==> config.mk <==
export PLATFORM = sky130hd
export DESIGN_NAME = etc1_block_stream
export DESIGN_NICKNAME = d
export VERILOG_FILES = /design/src/rtl/etc1_block_stream.sv
export SDC_FILE = /design/constraint.sdc
export NUM_CORES = 1
export LEC_CHECK = 0
export ABC_CLOCK_PERIOD_IN_PS = 6300
export CORE_ASPECT_RATIO = 1.2
export CORE_UTILIZATION = 55
export DETAILED_ROUTE_END_ITERATION = 8
export GPL_TIMING_DRIVEN = 0
export PLACE_DENSITY = 0.79
export RECOVER_POWER = 50
export SLEW_MARGIN = 5
export SYNTH_ARGS = -nofsm -noshare
export SYNTH_HDL_FRONTEND = slang
export SYNTH_SLANG_ARGS = --single-unit
==> constraint.sdc <==
create_clock -name clk -period 6.3 [get_ports clk]
set_input_delay 1.26 -clock clk [delete_from_list [all_inputs] [get_ports clk]]
set_output_delay 1.26 -clock clk [all_outputs]
set_load 0.01 [all_outputs]
==> src/rtl/etc1_block_stream.sv <==
// etc1_block_stream: streaming ETC1 block decoder.
// Takes one 64-bit compressed block per handshake and emits its 16 texels
// in raster order, LANES texels per beat, with no bubble between blocks.
module etc1_block_stream #(
    parameter int LANES      = 1,
    parameter int COLOR_BITS = 8
) (
    input  logic                            clk,
    input  logic                            reset,
    input  logic                            in_valid,
    output logic                            in_ready,
    input  logic [63:0]                     in_block,
    output logic                            out_valid,
    input  logic                            out_ready,
    output logic [LANES*3*COLOR_BITS-1:0]   out_pixels,
    output logic [3:0]                      out_index,
    output logic                            out_last
);

    localparam int BEATS = 16 / LANES;
    localparam int PIXW  = 3 * COLOR_BITS;
    localparam logic [3:0] LAST_K = 4'(BEATS - 1);

    typedef enum logic {
        IDLE,
        EMIT
    } state_t;

    state_t                  state_q, state_d;
    logic [63:0]             block_q, block_d;
    logic [3:0]              k_q, k_d;
    logic [LANES*PIXW-1:0]   pixels_q, pixels_d;
    logic                    load;
    logic                    lastBeat;
    logic [23:0]             texel;

    // Modifier magnitude for a codeword: 'a' for lsb=0, 'b' for lsb=1.
    function automatic logic [7:0] modMag(input logic [2:0] cw, input logic useB);
        logic [7:0] a;
        logic [7:0] b;
        a = 8'd0;
        b = 8'd0;
        case (cw)
            3'd0: begin a = 8'd2;  b = 8'd8;   end
            3'd1: begin a = 8'd5;  b = 8'd17;  end
            3'd2: begin a = 8'd9;  b = 8'd29;  end
            3'd3: begin a = 8'd13; b = 8'd42;  end
            3'd4: begin a = 8'd18; b = 8'd60;  end
            3'd5: begin a = 8'd24; b = 8'd80;  end
            3'd6: begin a = 8'd33; b = 8'd106; end
            3'd7: begin a = 8'd47; b = 8'd183; end
            default: begin a = 8'd0; b = 8'd0; end
        endcase
        return useB ? b : a;
    endfunction

    // 8-bit base colour of one channel; chByte holds that channel's byte of
    // the control word (4+4 individual, or 5-bit base + 3-bit signed delta).
    function automatic logic [7:0] channelBase(input logic [7:0] chByte,
                                               input logic diff,
                                               input logic sub);
        logic [4:0] b0;
        logic [4:0] b1;
        logic [4:0] v5;
        logic [3:0] v4;
        logic [7:0] result;
        b0 = chByte[7:3];
        b1 = b0 + {{2{chByte[2]}}, chByte[2:0]};
        v5 = sub ? b1 : b0;
        v4 = sub ? chByte[3:0] : chByte[7:4];
        if (diff) begin
            result = {v5, v5[4:2]};
        end else begin
            result = {v4, v4};
        end
        return result;
    endfunction

    // Signed add of the modifier, clamped into 0..255.
    function automatic logic [7:0] applyModifier(input logic [7:0] base,
                                                 input logic [7:0] mag,
                                                 input logic negate);
        logic signed [9:0] sum;
        if (negate) begin
            sum = $signed({2'b00, base}) - $signed({2'b00, mag});
        end else begin
            sum = $signed({2'b00, base}) + $signed({2'b00, mag});
        end
        if (sum < 10'sd0) begin
            return 8'h00;
        end else if (sum > 10'sd255) begin
            return 8'hFF;
        end
        return sum[7:0];
    endfunction

    // Full 8-bit {R,G,B} for raster texel p = 4*y+x of a block.
    function automatic logic [23:0] decodeTexel(input logic [63:0] blk, input logic [3:0] p);
        logic [1:0] x;
        logic [1:0] y;
        logic [3:0] i;
        logic       sub;
        logic       msb;
        logic       lsb;
        logic [2:0] cw;
        logic [7:0] mag;
        logic [7:0] rCh;
        logic [7:0] gCh;
        logic [7:0] bCh;
        x   = p[1:0];
        y   = p[3:2];
        sub = blk[32] ? y[1] : x[1];
        i   = {x, y};
        msb = blk[{2'b01, i}];
        lsb = blk[{2'b00, i}];
        cw  = sub ? blk[36:34] : blk[39:37];
        mag = modMag(cw, lsb);
        rCh = applyModifier(channelBase(blk[63:56], blk[33], sub), mag, msb);
        gCh = applyModifier(channelBase(blk[55:48], blk[33], sub), mag, msb);
        bCh = applyModifier(channelBase(blk[47:40], blk[33], sub), mag, msb);
        return {rCh, gCh, bCh};
    endfunction

    assign lastBeat   = (state_q == EMIT) && (k_q == LAST_K);
    assign in_ready   = (state_q == IDLE) || (lastBeat && out_ready);
    assign out_valid  = (state_q == EMIT);
    assign out_last   = lastBeat;
    assign out_index  = 4'(int'(k_q) * LANES);
    assign out_pixels = pixels_q;

    // Next-state logic: accept a block when idle or on the consumed final beat,
    // otherwise step the beat counter whenever the consumer takes a beat.
    always_comb begin
        state_d = state_q;
        block_d = block_q;
        k_d     = k_q;
        load    = 1'b0;
        case (state_q)
            IDLE: begin
                if (in_valid) begin
                    state_d = EMIT;
                    block_d = in_block;
                    k_d     = 4'd0;
                    load    = 1'b1;
                end
            end
            EMIT: begin
                if (out_ready) begin
                    if (lastBeat) begin
                        if (in_valid) begin
                            block_d = in_block;
                            k_d     = 4'd0;
                            load    = 1'b1;
                        end else begin
                            state_d = IDLE;
                        end
                    end else begin
                        k_d  = k_q + 4'd1;
                        load = 1'b1;
                    end
                end
            end
            default: state_d = IDLE;
        endcase
    end

    // Decode the beat that will be presented next cycle, truncated per channel.
    always_comb begin
        pixels_d = '0;
        texel    = '0;
        for (int l = 0; l < LANES; l++) begin
            texel = decodeTexel(block_d, 4'(int'(k_d) * LANES + l));
            pixels_d[l*PIXW +: PIXW] = {texel[23 -: COLOR_BITS],
                                        texel[15 -: COLOR_BITS],
                                        texel[7  -: COLOR_BITS]};
        end
    end

    // State, held block, beat counter and registered output beat.
    always_ff @(posedge clk or negedge reset) begin
        if (!reset) begin
            state_q  <= IDLE;
            block_q  <= '0;
            k_q      <= '0;
            pixels_q <= '0;
        end else begin
            state_q <= state_d;
            block_q <= block_d;
            k_q     <= k_d;
            if (load) begin
                pixels_q <= pixels_d;
            end
        end
    end

endmodule

Word-level counts from Yosys, hierarchy flattened
Memories as Yosys holds them, arrays and structs flattened. Index checks and enable logic that the tools add are counted.

Memory bits (writable): 0. Logic and storage cells: 76. Input port bits: 68. Bits in latches: 0. Output and inout port bits: 31. Memory bits (read-only): 112. Flip-flop bits (word level): 93. Memories kept: 1.

Memory list: (name not given) (depth 8, bits a word 14, read ports 1, clocked after Yosys merged registers in 0, write ports 0, RTL line 43) `case (cw)`.

Muxes and demuxes: 48. Reduce and logical (&&, ||, !) cells: 3. Shift operators: 0. $add $sub $neg: 10. Equal/unequal tests: 1. Multipliers: 0. Magnitude comparators: 8. Div/mod/pow operators: 0. Bitwise logic cells: 1.

Operators with widths (number): $mux W64 (3); $pmux W64 S2 (1); $mux W8 (13); $gt A10 B9 Y1 const B (3); $lt A10 B1 Y1 const B (3); $mux W10 (3); $add A8 B8 Y9 (3); $sub A8 B8 Y9 (3); $mux W4 (6); $add A5 B5 Y5 (3); $mux W5 (3); $mux W1 (13); $bmux W1 S4 (2); $pmux W4 S2 (1); $lt A4 B7 Y1 const B (1); $lt A5 B7 Y1 const B (1); $add A4 B1 Y4 const B (1); $eq A4 B4 Y1 const B (1); $pmux W1 S2 (2); $mux W3 (1); $logic_and A1 B1 Y1 (2); $logic_or A1 B1 Y1 (1); $not A1 Y1 (1).

Longest topological paths before layout
An unclocked memory read counts as a cell.

Depth after elaboration: 15. Gate-level depth with buffers: 29. Depth with buffers taken out: 25.

Worst setup path before layout
Ideal clock, no wire load.

Path type: input -> register. Start point: input out_ready. End point: register pixels_q[6], in the netlist out_pixels[6]. Stages on the path: 26. Required time: 6174 ps. Arrival time: 5976 ps. Path slack: 198 ps. Library setup time: 126 ps. Buffers on the path: 5. Cells stage by stage: nand4_1 > a21boi_1 > buf_4 > buf_4 > buf_4 > buf_1 > mux2i_1 > inv_1 > ha_1 > ha_1 > a2111oi_0 > nor3_1 > xor2_1 > a21o_1 > nand3_1 > o21ai_0 > ha_1 > clkbuf_1 > a21o_1 > a21oi_1 > inv_1 > a21oi_1 > o21bai_1 > a31o_2 > a21o_1 > o32a_1.

Elaborated cells on any way between the ends: 27. Those cells by class: add/sub: 3; order compare: 2; mux: 21; memory: 1.

RTL lines: start, declared (RTL line 14) `input logic out_ready,`; $mux W64 (*) (RTL line 148) `if (out_ready) begin`; $pmux W64 S2 (*) (RTL line 138) `case (state_q)`; named net block_d[43] (RTL line 30) `logic [63:0] block_q, block_d;`; $add A5 B5 Y5 (RTL line 68) `b1 = b0 + {{2{chByte[2]}}, chByte[2:0]};`; $mux W5 (RTL line 69) `v5 = sub ? b1 : b0;`; $mux W8 (*) (RTL line 71) `if (diff) begin`; $add A8 B8 Y9 or $sub A8 B8 Y9 (tied branches) (RTL line 87, 85); $mux W10 (*) (RTL line 84) `if (negate) begin`; $gt A10 B9 Y1 (RTL line 91) `end else if (sum > 10'sd255) begin`; $mux W1 (RTL line 91); $mux W1 (RTL line 89) `if (sum < 10'sd0) begin`; $mux W8 (*) (RTL line 94) `return sum[7:0];`; end signal, assigned (RTL line 191) `pixels_q <= pixels_d;`; end, declared (RTL line 32) `logic [LANES*PIXW-1:0] pixels_q, pixels_d;`.

The timed path passes the listed nets; every way through them passes the cells marked *. The select of a mux whose other input is x is not followed. A chain may end at the register's enable or synchronous reset.

Worst setup path after layout
Start point: input out_ready. End point: register pixels_q[3], in the netlist out_pixels[3].

Longest elaborated chain between the ends: 12. Elaborated cells on any way between the ends: 27. Those cells by class: add/sub: 3; order compare: 2; mux: 21; memory: 1.

RTL lines: $mux W4 or $mux W64 (tied branches) (RTL line 148); $pmux W4 S2 or $pmux W64 S2 (tied branches) (RTL line 138); $mux W1 (RTL line 112) `sub = blk[32] ? y[1] : x[1];`; $mux W3 (RTL line 116) `cw = sub ? blk[36:34] : blk[39:37];`; $mem_v2 Z8 W14; $mux W8 (RTL line 54) `return useB ? b : a;`; $add A8 B8 Y9 or $sub A8 B8 Y9 (tied branches) (RTL line 87, 85); $mux W10 (RTL line 84); $gt A10 B9 Y1 (RTL line 91); $mux W1 (RTL line 91); $mux W1 (RTL line 89); $mux W8 (RTL line 94).

Parallel ways exist; a longest one is shown, timed or not. The select of a mux whose other input is x is not followed.

==> impl_metrics.csv <==
group,metric,value,unit
status,outcome,"complete, but fails checks",
status,violations,"max-capacitance violations, max-slew violations",
timing,timing.final.crit_share,97.0,%
global_routing,grt.overflow.total,0,
global_routing,grt_pass1_wl,33.8,mm
drt,ant_nets,0,
synth,yosys_warnings,0,
run,drv_cap,2,
timing,fin_hold_ws,479,ps
drt,drt-initial-drc-count,490,
synth,ys.flop_type,"dfrtp_1",
synth,yosysTopAreaCellShare,30.3,%
drt,vias,7138,
critical_path,reg2reg_from,"k_q[0]$_DFF_PN0_",
timing,setup_viol,0,
die,ios,99,
drt,wire_per_inst,17.8,µm
synth,synth_top_cell_by_area,"dfrtp_1",
critical_path,worstSetupEndpointType,"register",
synth,syn_inst,910,
die,dieArea,14400,µm²
drt,drc,0,
placement,place_area,8890,µm²
die,die_w,110,µm
layout,fillers,1082,
global_routing,grt_pass1_vias,6956,
clock_network,h-tree-depth,3,
layout,antenna_cells,0,
clock_network,clockBufferDepth,2,
critical_path,crit_required,6540,ps
placement,place_inst,1177,
hold_path,whs_endpoint,"block_q[27]$_DFF_PN0_",
timing,hold_viol,0,
synth,synthArstFlopShare,100,%
critical_path,critPathMaxFanout,7,
layout,final_util,69.8,%
die,start_util,57.2,%
placement,hpwl,16.2,mm
synth,synth_nets,1050,
layout,design_area,9370,µm²
timing,fmax,0.164,GHz
timing,period_minus_slack,6110,ps
placement,portBuffers,98,
synth,post-synth-top-count-cell,"nand2_1",
drt,routed_via_density,5.95,
clock_network,numCtsBuffers,9,
critical_path,rrSetupSlack,600,ps
synth,syn_avg_cell_area,8.43,µm²
clock_network,cts_sinks,93,
synth,yosys-top-cells-area,"dfrtp_1, ha_1, nand2_1",
die,coreArea,13400,µm²
critical_path,r2r_end,"out_pixels[3]$_DFFE_PN0P_",
hold_path,min_path_type,"register to register",
clock_network,clkLatencyLatePin,370,ps
synth,synth-edff-count,0,
timing,slew_headroom,-126,%
drt,firstDrtPassIters,5,
drt,routed_wl,21.3,mm
hold_path,whs_path_depth,2,
timing,worst_pin_slew,3390,ps
critical_path,critical_path_class,"input port to register",
clock_network,cts.reportedPaths.clkPinSlew,60,ps
synth,synth_area,7670,µm²
critical_path,crit_arrival,6350,ps
placement,gp_congestion,0.971,
synth,synth-seq-cells,93,
layout,drive_gt1_share,11.9,%
synth,ys_top_cells_by_count,"nand2_1, dfrtp_1, ha_1",
critical_path,rr_worst_depth,20,
critical_path,start_kind,"input port",
global_routing,grt.total_usage,30.5,%
hold_path,hold_start,"block_q[27]$_DFF_PN0_",
die,die_y,131,µm
synth,yosysSeqAreaShare,30.3,%
layout,layoutNonFillerInstCount,1200,
timing,skew,12.8,ps
die,fp-row-count,46,
layout,nNetsFinal,1167,
global_routing,antenna_found_initial,0,
timing,maxSlewViolCount,96,
layout,syn2layout_area_growth,22.1,%
synth,synth.distinct_cells,81,
global_routing,grt_max_degree,63,
clock_network,cts_tree,"built",
clock_network,clock-root-buffer,"clkbuf_16",
## sequential cells by signal, indices dropped and copies added, names as in the netlist
register and count:
block_q 64, k_q 4, out_pixels 24, out_valid 1
## cell type report
type	count	area, µm²	share of cell area [%]
Timing Repair Buffer	110	1060	11.3
Inverter	47	181	1.94
Sequential cell	93	2330	24.8
Clock inverter	7	77.6	0.828
Tap cell	168	210	2.24
Clock buffer	9	225	2.40
Buffer	38	239	2.55
Multi-Input combinational cell	728	5040	53.9
## critical path: stages
cell and delay, ps:
clkdlybuf4s15_2 270, nand4_1 180, a21boi_2 190, buf_6 150, mux2i_4 340, mux2i_4 340, mux2i_4 300, inv_1 120
ha_1 350, mux4_2 580, ha_1 270, fa_1 410, a21o_1 190, a21oi_2 200, inv_1 60, a21oi_1 140
o21bai_1 120, a31o_2 320, a21o_1 210, o32a_1 350
## metal layers
| metal | wire length, µm | global-route usage (%) |
|---|---|---|
| met2 | 10800 | 52.7 |
| met1 | 8650 | 36.8 |
| met5 | 0 | 0 |
| met4 | 864 | 14.0 |
| met3 | 1040 | 4.32 |
## cell families after synthesis
logic type      after synthesis  share of synthesized area (%)
compound gates              233                           21.0
xor+xnor                     26                           2.97
fa+ha+maj                    75                           12.7
buf+inv                      89                           5.32
flops                        93                           30.3
mux                          55                           8.56
simple gates                339                           19.1
## metrics by stage
| step | setup slack (ps) | setup TNS (ps) |
|---|---|---|
| floorplan | 198 | 0 |
| global placement | -1440 | -26560 |
| detailed placement | -1490 | -28130 |
| CTS | 81.1 | 0 |
| global route | -37.4 | -87.8 |
| finish | 187 | 0 |
## cells in the final DEF, fill, tap and decap left out, types with 6 or more instances in the layout
master           Yosys  final
o21ai_1             12     16
clkbuf_16            0      9
a21oi_1             56     53
mux2i_1             32     27
buf_6                4      7
and3_1               9      9
o31ai_1              8      8
o211ai_1             6      6
o21ai_0             47     40
buf_2               10     10
clkdlybuf4s50_1      0     95
mux2i_4              5      7
inv_1               44     44
a21o_1              16     16
nor2b_1              7      7
xor2_1              18     18
o21bai_1            17     16
xnor2_1              8      8
nor3_1              10     10
ha_1                66     65
buf_4                7     15
a31oi_1              6      6
nor2_1              43     43
and2_1               7      7
nand2_1            203    203
a311oi_1             7      7
nand2b_1             7      7
mux2_2              11     11
clkbuf_1            18     17
dfrtp_1             93     93
nand3_1             36     36
## how the worst max path moves through the flow
stage / startpoint / to / slack (ps) / cells after the start
3_5_place_dp: out_ready / out_pixels[3]$_DFFE_PN0P_ / -1490 / 28
6_report: out_ready / out_pixels[3]$_DFFE_PN0P_ / 190 / 20
4_1_cts: out_ready / out_pixels[3]$_DFFE_PN0P_ / 80 / 20
2_1_floorplan: out_ready / out_pixels[6]$_DFFE_PN0P_ / 200 / 26
3_3_place_gp: out_ready / out_pixels[6]$_DFFE_PN0P_ / -1440 / 27
5_1_grt: out_ready / out_pixels[14]$_DFFE_PN0P_ / -40 / 26
## repair_timing
item                       CTS  global route
setup endpoints to repair   24            24
hold buffers                 0             0
resized for setup           24            25
pin swaps                    2             5
buffers inserted             7             4
Power is left out: the tool's default activity adds up to more than one toggle a clock period on the data nets, which glitch-free logic cannot reach.
